`config.mk`:
```
export PLATFORM = sky130hd
export DESIGN_NAME = mem_rr_arbiter
export DESIGN_NICKNAME = d
export VERILOG_FILES = /design/src/rtl/mem_rr_arbiter.sv
export SDC_FILE = /design/constraint.sdc
export NUM_CORES = 1
export LEC_CHECK = 0
export BUFFER_PORTS_ARGS = -buffer_cell sky130_fd_sc_hd__buf_2
export CAP_MARGIN = 20
export CELL_PAD_IN_SITES_DETAIL_PLACEMENT = 1
export CELL_PAD_IN_SITES_GLOBAL_PLACEMENT = 2
export CORE_MARGIN = 3
export CORE_UTILIZATION = 34
export DETAILED_ROUTE_END_ITERATION = 16
export GPL_ROUTABILITY_DRIVEN = 0
export PLACE_DENSITY_LB_ADDON = 0.08
export RECOVER_POWER = 25
export SLEW_MARGIN = 15
export SYNTH_ARGS = -nofsm -noshare
export SYNTH_HDL_FRONTEND = slang
export SYNTH_SLANG_ARGS = --single-unit
```
`constraint.sdc`:
```
create_clock -name clk -period 3.55 [get_ports clk]
set_input_delay 0.355 -clock clk [delete_from_list [all_inputs] [get_ports clk]]
set_output_delay 0.355 -clock clk [all_outputs]
set_load 0.01 [all_outputs]
```
`src/rtl/mem_rr_arbiter.sv`:
```
// Shared memory port arbiter for three masters: M1 has absolute priority and may
// preempt, M2/M3 alternate round-robin, and a hold limit forces release under contention.
module mem_rr_arbiter #(
  parameter int MAX_HOLD = 4,
  parameter int CNT_W    = 16
) (
  input  logic             clk,
  input  logic             reset,
  input  logic [2:0]       req,
  input  logic [2:0]       done,
  output logic [2:0]       gnt,
  output logic [1:0]       accmodule,
  output logic             busy,
  output logic [CNT_W-1:0] nb_preempts,
  output logic [CNT_W-1:0] nb_timeouts
);

  typedef enum logic {
    IDLE,
    OWN
  } state_t;

  localparam logic [3:0]       HOLD_MAX = 4'(MAX_HOLD);
  localparam logic [CNT_W-1:0] CNT_SAT  = '1;

  state_t     state;
  logic [3:0] hold_cnt;
  logic [2:0] resume;   // one-hot preempted master waiting to resume, 0 = none
  logic       rr_last;  // 1 = M3 was the last M2/M3 granted, 0 = M2

  logic [2:0] others;
  logic       normal_rel;
  logic       preempt;
  logic       timeout;
  logic       new_grant;
  logic [2:0] next_gnt;

  function automatic logic [2:0] pick(input logic [2:0] r, input logic [2:0] res,
                                      input logic last_m3);
    if (r[0]) return 3'b001;
    if ((r & res) != 3'b000) return res;
    if (r[1] && r[2]) return last_m3 ? 3'b010 : 3'b100;
    if (r[1]) return 3'b010;
    if (r[2]) return 3'b100;
    return 3'b000;
  endfunction

  // NOTE: every signal gets a default at the top of always_comb so no path leaves
  // it unassigned; otherwise synthesis infers a latch.
  always_comb begin
    others     = req & ~gnt;
    normal_rel = (state == OWN) && ((gnt & (done | ~req)) != 3'b000);
    preempt    = (state == OWN) && !normal_rel && !gnt[0] && req[0];
    timeout    = (state == OWN) && !normal_rel && !preempt &&
                 (hold_cnt == HOLD_MAX) && (others != 3'b000);
    next_gnt   = gnt;
    new_grant  = 1'b0;
    if (state == IDLE || normal_rel) begin
      next_gnt  = pick(req, resume, rr_last);
      new_grant = (req != 3'b000);
    end else if (preempt) begin
      next_gnt  = 3'b001;
      new_grant = 1'b1;
    end else if (timeout) begin
      next_gnt  = pick(others, resume, rr_last);
      new_grant = 1'b1;
    end
  end

  // NOTE: sequential state uses non-blocking assignments only, so every register
  // samples the pre-edge values regardless of statement order.
  always_ff @(posedge clk) begin
    if (reset) begin
      state       <= IDLE;
      gnt         <= 3'b000;
      hold_cnt    <= 4'd0;
      resume      <= 3'b000;
      rr_last     <= 1'b1;
      nb_preempts <= '0;
      nb_timeouts <= '0;
    end else begin
      gnt   <= next_gnt;
      state <= (next_gnt != 3'b000) ? OWN : IDLE;

      if (next_gnt == 3'b000)     hold_cnt <= 4'd0;
      else if (new_grant)         hold_cnt <= 4'd1;
      else if (hold_cnt < HOLD_MAX) hold_cnt <= hold_cnt + 4'd1;

      if (new_grant && (next_gnt[1] || next_gnt[2])) rr_last <= next_gnt[2];

      // A timed-out owner is deliberately not remembered; only preemption arms resume.
      if (preempt)
        resume <= gnt;
      else if ((new_grant && next_gnt == resume) || ((resume & ~req) != 3'b000))
        resume <= 3'b000;

      if (preempt && nb_preempts != CNT_SAT) nb_preempts <= nb_preempts + 1'b1;
      if (timeout && nb_timeouts != CNT_SAT) nb_timeouts <= nb_timeouts + 1'b1;
    end
  end

  always_comb begin
    unique case (gnt)
      3'b001:  accmodule = 2'b01;
      3'b010:  accmodule = 2'b10;
      3'b100:  accmodule = 2'b11;
      default: accmodule = 2'b00;
    endcase
  end

  assign busy = (gnt != 3'b000);

endmodule

```
==> reports/metrics.cfg, run 1 <==
[global_route]
grt-ovfl-total=0
grt_antenna_before_repair=0
grt_max_degree=38
grt_pass1_wl_mm=9.33
grt_pass1_vias=1995
track_usage_pct=15.3

[logic_synthesis]
async_flop_share_pct=0
syn_avg_cell_area_um2=8.50
synth_nets=279
synth_top_cells_by_area=dfxtp_1 39%, nor2_1 6.6%, xnor2_1 6.6%
synthCells=267
synth_edf_count=0
synth_largest_area_cell=dfxtp_1
synth_top_family_by_area=simple AND/OR/NAND/NOR gates
synth_adder_area_share_pct=2.21
synth_xor_xnor_area_share_pct=11.6
synth_cell_types=54
synth-main-ff-cell=dfxtp_1
netlist_area_mm2=0.00227
yosys_warnings=0
muxShareOfSynthArea_pct=0.441
yosys.area_share.simple_pct=27.5
synth.yosys.seq_area_share_pct=38.8
synth_top_area_share_pct=38.8
ys_seq_elements=44
synth_compound_area_share_pct=15.3

[die]
die_w_um=87.7
dieArea_mm2=0.00769
io_pins=46
die_y_um=87.7
rows=29
initial_utilization_pct=35.3
core-area_mm2=0.00642

[layout]
syn2layout_area_growth_pct=16.6
final_cells=391
drive_gt1_share_pct=14.0
regArea_um2=881
final_common_cell=dfxtp_1
antennaDiodeCount=0
final_cell_mix=44 x dfxtp_1, 40 x nor2_1, 25 x buf_2, 23 x nand2_1, 20 x clkbuf_1
fill_cells=807
nNetsFinal=325
postLayoutCellArea_mm2=0.00265
multi_input_area_mm2=0.00129
final_util_pct=41.2

[drt]
wl_mm=5.66
drc=0
drt_iter0_markers=74
wire_per_inst_um=14.5
ant_nets=0
vias=2087
vias_per_cell=5.34
drt_pass1_iterations=4

[clock_tree]
cts_hold_buf=0
clk_path_buf_depth=2
htree_levels=2
cts_setup_buffers=0
cts_resized=0
cts.reportedPaths.clkPinSlew_ps=100
cts_buffers=5
cts_num_sinks=44
cts-root-buf=clkbuf_8
worstSkewPairLatency_ps=310
cts_tree=built

[setup_path]
cp-end-kind=flop
cp_top_family=compound AO/OA/AOI/OAI gates
worst-setup-path-type=reg -> reg
cp.buffers_inverters=1
start_kind=flop
cp_slowest_cell=a2111oi_0
path_cells=inv_1 > ha_1 > and3b_2 > o21ai_4 > a2111oi_0 > a22oi_1 > xnor2_1 > nand4_1 > a32o_1
critical_path.max_fanout=3
worstPathRequired_ps=3750
arrival_ps=2510
r2r_slack_ps=1230
max_stage_delay_ps=430

[sta]
finalCriticalPeriod_ps=2320
drv_slew=0
tightest_slew_ps=705
maxSlewHeadroom_pct=53.0
hold_violations=0
fmax_mhz=432
fin_skew_ps=10.3
rsz0062_at_grt=no
period_share_pct=65.2
setup_tns_ps=0
finalSetupViolCount=0

[status]
status=complete, no violations

[min_path]
holdCritPathClass=reg -> reg

[placement]
placedCellCount=383
port_buffers=45
dpl_cell_area_mm2=0.00256
hpwl_mm=4.24

[power]
leakage_nw=0.962
powerDensity_mw_per_mm2=384
peakVddDrop_v=0.000173
finalPower_mw=1.02

[job]
maxCapViolations=0

-- state kept, by name (all words and copies together), names as in the netlist --
| signal | flops |
|---|---|
| nb_preempts | 16 |
| nb_timeouts | 16 |
| hold_cnt | 4 |
| gnt | 3 |
| resume | 3 |
| rr_last | 1 |
| state | 1 |
-- synthesized netlist by cell type, types with 4 or more instances --
cell type	count
dfxtp_1	44
a21oi_1	8
o21ai_0	7
nand3_1	8
o221ai_1	4
inv_1	14
or3_1	5
nand2_1	23
nand4_1	13
nor3_1	5
ha_1	4
and3_1	6
xnor2_1	17
clkbuf_1	4
nor2_1	40
xor2_1	13
-- layout make-up --
type                       count  share of cell area [%]
timing repair buffer          46                    7.85
clock buffer                   5                    2.60
multi-input combinational    202                    48.9
inverter                      14                    1.99
tap                           77                    3.64
clock inverter                 3                    1.75
sequential                    44                    33.3
-- path summary, 6_finish.rpt --
path	start	end	cells past startpoint
setup reg to reg	hold_cnt[0]$_SDFFE_PP0P_	resume[1]$_SDFFE_PP0P_	9
hold reg to reg	nb_timeouts[11]$_SDFFE_PP0P_	nb_timeouts[11]$_SDFFE_PP0P_	2
setup / recovery	hold_cnt[0]$_SDFFE_PP0P_	resume[1]$_SDFFE_PP0P_	9
hold / removal	nb_timeouts[11]$_SDFFE_PP0P_	nb_timeouts[11]$_SDFFE_PP0P_	2
-- where the power goes --
part / total, mW / switching [mW] / internal (mW)
logic: 0.102 / 0.0618 / 0.0398
registers: 0.513 / 0.0115 / 0.501
clock network: 0.402 / 0.190 / 0.212
total: 1.02 / 0.263 / 0.753
-- per-stage QoR --
step	hold WS [ps]	worst slack, ps
floorplan	472	1520
global placement	496	1200
detailed placement	502	1160
CTS	518	1200
global route	550	952
finish	514	1230
-- worst register-to-register path, stage by stage, from the launching register on --
cell and delay, ps:
dfxtp_1 320, inv_1 80, ha_1 160, and3b_2 220, o21ai_4 70, a2111oi_0 430
a22oi_1 230, xnor2_1 280, nand4_1 130, a32o_1 280
-- cell families after synthesis --
family / after synthesis
AOI/OAI and AO/OA: 46
xor gates and xnor gates: 30
adders and majority gates: 4
buffers and inverters: 21
DFF: 44
muxes: 1
and+or+nand+nor: 121
-- metal layers --
metal  global-route usage (%)  up-vias  part of all wire (%)
li1                         -     1026                     -
met1                     19.6     1002                    47
met2                     24.7       50                    46
met5                        0        -                     0
met4                     5.58        0                   1.7
met3                     3.86        9                   4.6
Note: power is estimated with default switching activity, not from simulation.
==> run 2, diff against run 1 <==
--- a/config.mk
+++ b/config.mk
@@ -10,7 +10,7 @@
 export CELL_PAD_IN_SITES_DETAIL_PLACEMENT = 1
 export CELL_PAD_IN_SITES_GLOBAL_PLACEMENT = 2
 export CORE_MARGIN = 3
-export CORE_UTILIZATION = 34
+export CORE_UTILIZATION = 32
 export DETAILED_ROUTE_END_ITERATION = 16
 export GPL_ROUTABILITY_DRIVEN = 0
 export PLACE_DENSITY_LB_ADDON = 0.08
==> constraint.sdc (replaced) <==
create_clock -name clk -period 2.25 [get_ports clk]
set_input_delay 0.225 -clock clk [delete_from_list [all_inputs] [get_ports clk]]
set_output_delay 0.225 -clock clk [all_outputs]
set_load 0.01 [all_outputs]
==> run 2 against run 1 <==
Sequential power grew 57%. Highest routed layer unchanged. Largest power group unchanged. Via count increased by 3.1%. Register-to-register slack got worse by 1100 ps. Combinational power is 95% higher. Critical endpoint is now nb_timeouts[13]$_SDFFE_PP0P_. Setup slack worse by 1100 ps. Sequential share of layout area decreased by 2.4 points.
==> reports/metrics.cfg, run 2 (synthesis results as in run 1) <==
[clock_tree]
cts_num_sinks=44  ; unchanged
clk_path_buf_depth=2  ; unchanged
cts_buffers=5  ; unchanged
cts_tree=built
htree_levels=2  ; unchanged
cts.reportedPaths.clkPinSlew_ps=90  ; about the same
cts-root-buf=clkbuf_8
worstSkewPairLatency_ps=300  ; about the same

[power]
cell_internal_pwr_mw=1.08  ; +44%
p_sw_share_pct=27.4  ; +1.5 points
comb_power_share_pct=13.3  ; +3.3 points
finalPower_mw=1.49  ; +47%
p_switching_uw=409  ; +56%
leakage_nw=1.07  ; +11%
clkPwrFrac_pct=32.9  ; -6.7 points
powerDensity_mw_per_mm2=524  ; +36%
p_seq_share_pct=53.8  ; +3.4 points
peakVddDrop_v=0.000267  ; +54%

[layout]
antennaDiodeCount=0  ; unchanged
final_cell_mix=44 x dfxtp_1, 40 x nor2_1, 26 x buf_2, 23 x nand2_1, 19 x clkbuf_1
final_cells=426  ; +9.0%
drive_gt1_share_pct=20.3  ; +6.3 points
reg_top3=nb_preempts (16), nb_timeouts (16), hold_cnt (4)
nNetsFinal=342  ; +5.2%
final_common_cell=dfxtp_1
syn2layout_area_growth_pct=25.6
postLayoutCellArea_mm2=0.00285  ; +7.7%
final_util_pct=41.7  ; +0.52 points

[die]
io_pins=46  ; unchanged
die_w_um=90.2  ; +2.9%
rows=30  ; +3.4%
core-area_mm2=0.00683  ; +6.4%
initial_utilization_pct=33.2  ; -2.1 points
die_y_um=90.2  ; +2.9%
dieArea_mm2=0.00814  ; +5.8%

[setup_path]
worst-setup-path-type=reg -> reg
arrival_ps=2380  ; -130 ps
cp_slowest_cell=a2111o_1
r2r_slack_ps=110  ; -1120 ps
start_kind=flop
startpoint=hold_cnt[0]$_SDFFE_PP0P_
worstPathRequired_ps=2490  ; -1260 ps
cp_num_cells=8  ; -1
worst_r2r_path_depth=8  ; -1
cp-end-kind=flop
path_cells=inv_1 > ha_1 > and3b_2 > o21ai_4 > nand3b_4 > a2111o_1 > or3_1 > a21oi_1
cp_top_family=simple AND/OR/NAND/NOR gates
r2r_start=hold_cnt[0]$_SDFFE_PP0P_
cp.buffers_inverters=1  ; unchanged
max_stage_delay_ps=450  ; +20 ps
critical_path.max_fanout=8  ; +5
r2r_end=nb_timeouts[13]$_SDFFE_PP0P_

[drt]
drc=0  ; unchanged
vias=2152  ; +3.1%
drt_pass1_iterations=4  ; unchanged
ant_nets=0  ; unchanged
wire_per_inst_um=14.8  ; +2.3%
vias_per_cell=5.05  ; -5.4%
drt_iter0_markers=61  ; -18%
wl_mm=6.31  ; +11%

[min_path]
holdCritPathClass=in -> reg
whs_endpoint=nb_timeouts[3]$_SDFFE_PP0P_
worstHoldPathCells=2  ; unchanged
min_from=reset

[sta]
finalCriticalPeriod_ps=2140  ; -176 ps
fmax_mhz=467  ; +8.2%
tightest_slew_ps=522  ; -183 ps
finalSetupViolCount=0  ; unchanged
hold_violations=0  ; unchanged
drv_slew=0  ; unchanged
maxSlewHeadroom_pct=65.1  ; +12 points
fin_ws_ps=110  ; -1120 ps
rsz0062_at_grt=yes
fin_skew_ps=6.79  ; -3.53 ps
setup_tns_ps=0  ; unchanged
period_share_pct=95.1  ; +30 points
holdWs_ps=288  ; -226 ps

[job]
maxCapViolations=0  ; unchanged

[placement]
dp_slack_ps=-135  ; -1290 ps
dpl_cell_area_mm2=0.00269  ; +5.3%
port_buffers=45  ; unchanged
hpwl_mm=4.66  ; +9.8%
placedCellCount=417  ; +8.9%

[global_route]
grt-ovfl-total=0  ; unchanged
grt_max_degree=25  ; -34%
track_usage_pct=15.3  ; +0.038 points
grt_pass1_vias=2152  ; +7.9%
grt_antenna_before_repair=0  ; unchanged
grt_pass1_wl_mm=10.3  ; +11%

[status]
status=complete, no violations

## run 2: cell type report
cell class	count	area (µm²)
sequential	44	881
clock inverter	2	12.5
timing repair buffer	62	329
fill	864	3980
multi-input combinational	203	1390
clock buffer	5	68.8
inverter	14	52.6
tap	96	120
## run 2: layer usage
layer	part of all wire (%)	routed length [µm]	track usage (%)	vias up
met5	0	0	0	-
met4	1.7	105	5.61	0
met3	3.8	241	4.27	7
met2	48	3020	25.2	31
met1	47	2950	19.1	1046
li1	-	-	-	1068
## run 2: what timing repair did
item / CTS / global route
cloned: 0 / 1
setup endpoints to repair: 9 / 14
gates resized for setup: 5 / 7
hold buffers: 0 / 0
buffers inserted: 0 / 1
pin swaps: 3 / 4
## run 2: power groups by stage
stage	combinational (mW)	sequential [mW]	clock, mW
floorplan	0.108	0.824	0
global placement	0.179	0.822	0
detailed placement	0.182	0.822	0
CTS	0.187	0.804	0.512
global route	0.220	0.806	0.549
finish	0.199	0.803	0.490
## run 2: worst max path at each step
stage	endpoint	slack [ps]
after floorplan	resume[1]$_SDFFE_PP0P_	220
after global placement	resume[2]$_SDFFE_PP0P_	-70
after detailed placement	resume[1]$_SDFFE_PP0P_	-130
after CTS	resume[1]$_SDFFE_PP0P_	6
after global routing	resume[2]$_SDFFE_PP0P_	-30
final	nb_timeouts[13]$_SDFFE_PP0P_	110
## run 2: worst register-to-register path: stages (launching register included)
cell	delay (ps)
dfxtp_1	320
inv_1	80
ha_1	150
and3b_2	210
o21ai_4	80
nand3b_4	230
a2111o_1	450
or3_1	390
a21oi_1	160
==> run 3, diff against run 2 <==
--- a/config.mk
+++ b/config.mk
@@ -5,14 +5,13 @@
 export SDC_FILE = /design/constraint.sdc
 export NUM_CORES = 1
 export LEC_CHECK = 0
-export BUFFER_PORTS_ARGS = -buffer_cell sky130_fd_sc_hd__buf_2
+export BUFFER_PORTS_ARGS = -buffer_cell sky130_fd_sc_hd__buf_4
 export CAP_MARGIN = 20
 export CELL_PAD_IN_SITES_DETAIL_PLACEMENT = 1
 export CELL_PAD_IN_SITES_GLOBAL_PLACEMENT = 2
 export CORE_MARGIN = 3
 export CORE_UTILIZATION = 32
 export DETAILED_ROUTE_END_ITERATION = 16
-export GPL_ROUTABILITY_DRIVEN = 0
 export PLACE_DENSITY_LB_ADDON = 0.08
 export RECOVER_POWER = 25
 export SLEW_MARGIN = 15
==> run 3 against run 2 <==
Critical path depth did not move. Clock skew about the same. Register-to-register slack worse by 20 ps. Sequential share of layout area shrank 1.0 points. Setup slack worse by 16 ps. Non-clock buffer count up 2. Via count rose by 0.70%. Maximum frequency down 0.76%. Cell area rose by 3.3%. Final cell count up 0.70%. Combinational power grew 5%. Highest routed layer unchanged.
==> reports/metrics.cfg, run 3 (synthesis results as in run 1) <==
[status]
status=complete, no violations

[job]
maxCapViolations=0  ; unchanged

[setup_path]
cp.buffers_inverters=1  ; unchanged
cp_top_family=simple AND/OR/NAND/NOR gates
r2r_slack_ps=90  ; -20 ps
cp-end-kind=flop
worst-setup-path-type=reg -> reg
critical_path.max_fanout=8  ; unchanged
cp_slowest_cell=a2111o_1
arrival_ps=2390  ; about the same
path_cells=inv_1 > ha_1 > and3b_2 > o21ai_4 > nand3b_4 > a2111o_1 > or3_1 > a21oi_1
start_kind=flop
worstPathRequired_ps=2480  ; about the same
max_stage_delay_ps=530  ; +80 ps

[placement]
port_buffers=45  ; unchanged
gp_congestion=0.754
hpwl_mm=4.49  ; -3.6%
placedCellCount=418  ; +0.24%

[sta]
rsz0062_at_grt=yes
holdWs_ps=335  ; +46.8 ps
maxSlewHeadroom_pct=71.0  ; +5.9 points
period_share_pct=95.9  ; +0.73 points
fin_skew_ps=6.55  ; -0.239 ps
finalSetupViolCount=0  ; unchanged
tightest_slew_ps=434  ; -88.9 ps
drv_slew=0  ; unchanged
fmax_mhz=464  ; -0.76%
hold_violations=0  ; unchanged
finalCriticalPeriod_ps=2160  ; +16.3 ps

[global_route]
grt_pass1_vias=2186  ; +1.6%
grt_max_degree=38  ; +52%
grtUsageMet1_pct=19.1  ; unchanged
use_met2_pct=25.9  ; +0.68 points
grt_pass1_wl_mm=10.4  ; +0.40%
grt_busiest_layer=met2
grt.met3_usage_pct=3.85  ; -0.42 points
track_usage_pct=15.1  ; -0.19 points
grt_antenna_before_repair=0  ; unchanged
grt-ovfl-total=0  ; unchanged

[drt]
drt_iter0_markers=107  ; +75%
wl_mm=6.25  ; -0.92%
wire_per_inst_um=14.6  ; -1.6%
vias=2167  ; +0.70%
drt_pass1_iterations=4  ; unchanged
drc=0  ; unchanged
ant_nets=0  ; unchanged
vias_per_cell=5.05  ; about the same

[clock_tree]
cts.reportedPaths.clkPinSlew_ps=90  ; about the same
cts_num_sinks=44  ; unchanged
cts_hold_buf=0  ; unchanged
worstSkewPairLatency_ps=300  ; about the same
cts_tree=built
clk_path_buf_depth=2  ; unchanged
cts-root-buf=clkbuf_8
cts_buffers=5  ; unchanged
htree_levels=2  ; unchanged

[layout]
final_cells=429  ; +0.70%
final_cell_mix=46 x buf_4, 44 x dfxtp_1, 40 x nor2_1, 23 x nand2_1, 18 x clkbuf_1
final_util_pct=43.1  ; +1.4 points
fill_cells=860  ; -0.46%
reg_top3=nb_preempts (16), nb_timeouts (16), hold_cnt (4)
nNetsFinal=344  ; +0.58%
syn2layout_area_growth_pct=29.8
antennaDiodeCount=0  ; unchanged
drive_gt1_share_pct=21.9  ; +1.6 points
final_common_cell=buf_4

[power]
powerDensity_mw_per_mm2=526  ; +0.47%
peakVddDrop_v=0.000224  ; -16%
leakage_nw=1.10  ; +2.2%
finalPower_mw=1.55  ; +3.8%

[die]
io_pins=46  ; unchanged
initial_utilization_pct=33.2  ; unchanged
dieArea_mm2=0.00814  ; unchanged
rows=30  ; unchanged
die_w_um=90.2  ; unchanged
die_y_um=90.2  ; unchanged
core-area_mm2=0.00683  ; unchanged

[min_path]
holdCritPathClass=in -> reg

## run 3: cell types whose count changed in the layout (fill, tap and decap cells not counted), sizes merged
cell      previous run  this run
buf                 43        46
clkinv               1         0
clkinvlp             1         2
## run 3: path summary, 6_finish.rpt
kind	start	to	depth (start not counted)
setup reg to reg	hold_cnt[0]$_SDFFE_PP0P_	nb_timeouts[9]$_SDFFE_PP0P_	8
hold / removal	reset	nb_timeouts[12]$_SDFFE_PP0P_	2
hold reg to reg	nb_timeouts[7]$_SDFFE_PP0P_	nb_timeouts[7]$_SDFFE_PP0P_	2
setup / recovery	hold_cnt[0]$_SDFFE_PP0P_	nb_timeouts[9]$_SDFFE_PP0P_	8
## run 3: final cells by class
class,count,area (µm²),share of cell area [%]
Clock buffer,6,82.6,2.80
Clock inverter,2,15.0,0.510
Inverter,14,52.6,1.78
Multi-Input combinational cell,203,1380,46.9
Sequential cell,44,881,29.9
Tap cell,96,120,4.08
Timing Repair Buffer,64,413,14.0
## run 3: power by group
| part | switching, mW | total [mW] | internal (mW) | leakage, nW |
|---|---|---|---|---|
| logic | 0.116 | 0.208 | 0.0916 | 0.696 |
| clock network | 0.290 | 0.539 | 0.249 | 0.0434 |
| registers | 0.0117 | 0.803 | 0.791 | 0.356 |
## run 3: per-stage QoR
step           cell area (µm²)  worst slack [ps]  TNS (ps)
2_1_floorplan             2270               218         0
3_3_place_gp              2810             -73.5      -132
3_5_place_dp              2810              -108      -476
4_1_cts                   2920             -45.8      -197
5_1_grt                   2950             -18.5     -37.1
6_report                  2950              93.3         0
## run 3: repair_timing
| action | CTS | global route |
|---|---|---|
| setup buffers | 0 | 2 |
| pin swaps | 2 | 5 |
| cloned | 0 | 1 |
| gates resized for setup | 2 | 11 |
| setup endpoints to repair | 9 | 18 |
| endpoints found under the hold margin | 0 | 0 |
## run 3: routing by layer
metal / share of wire (%) / vias up / routed length, µm
met2: 47 / 46 / 2960
li1: - / 1075 / -
met3: 4.8 / 5 / 302
met1: 47 / 1041 / 2940
met4: 0.85 / 0 / 53
met5: 0 / - / 0
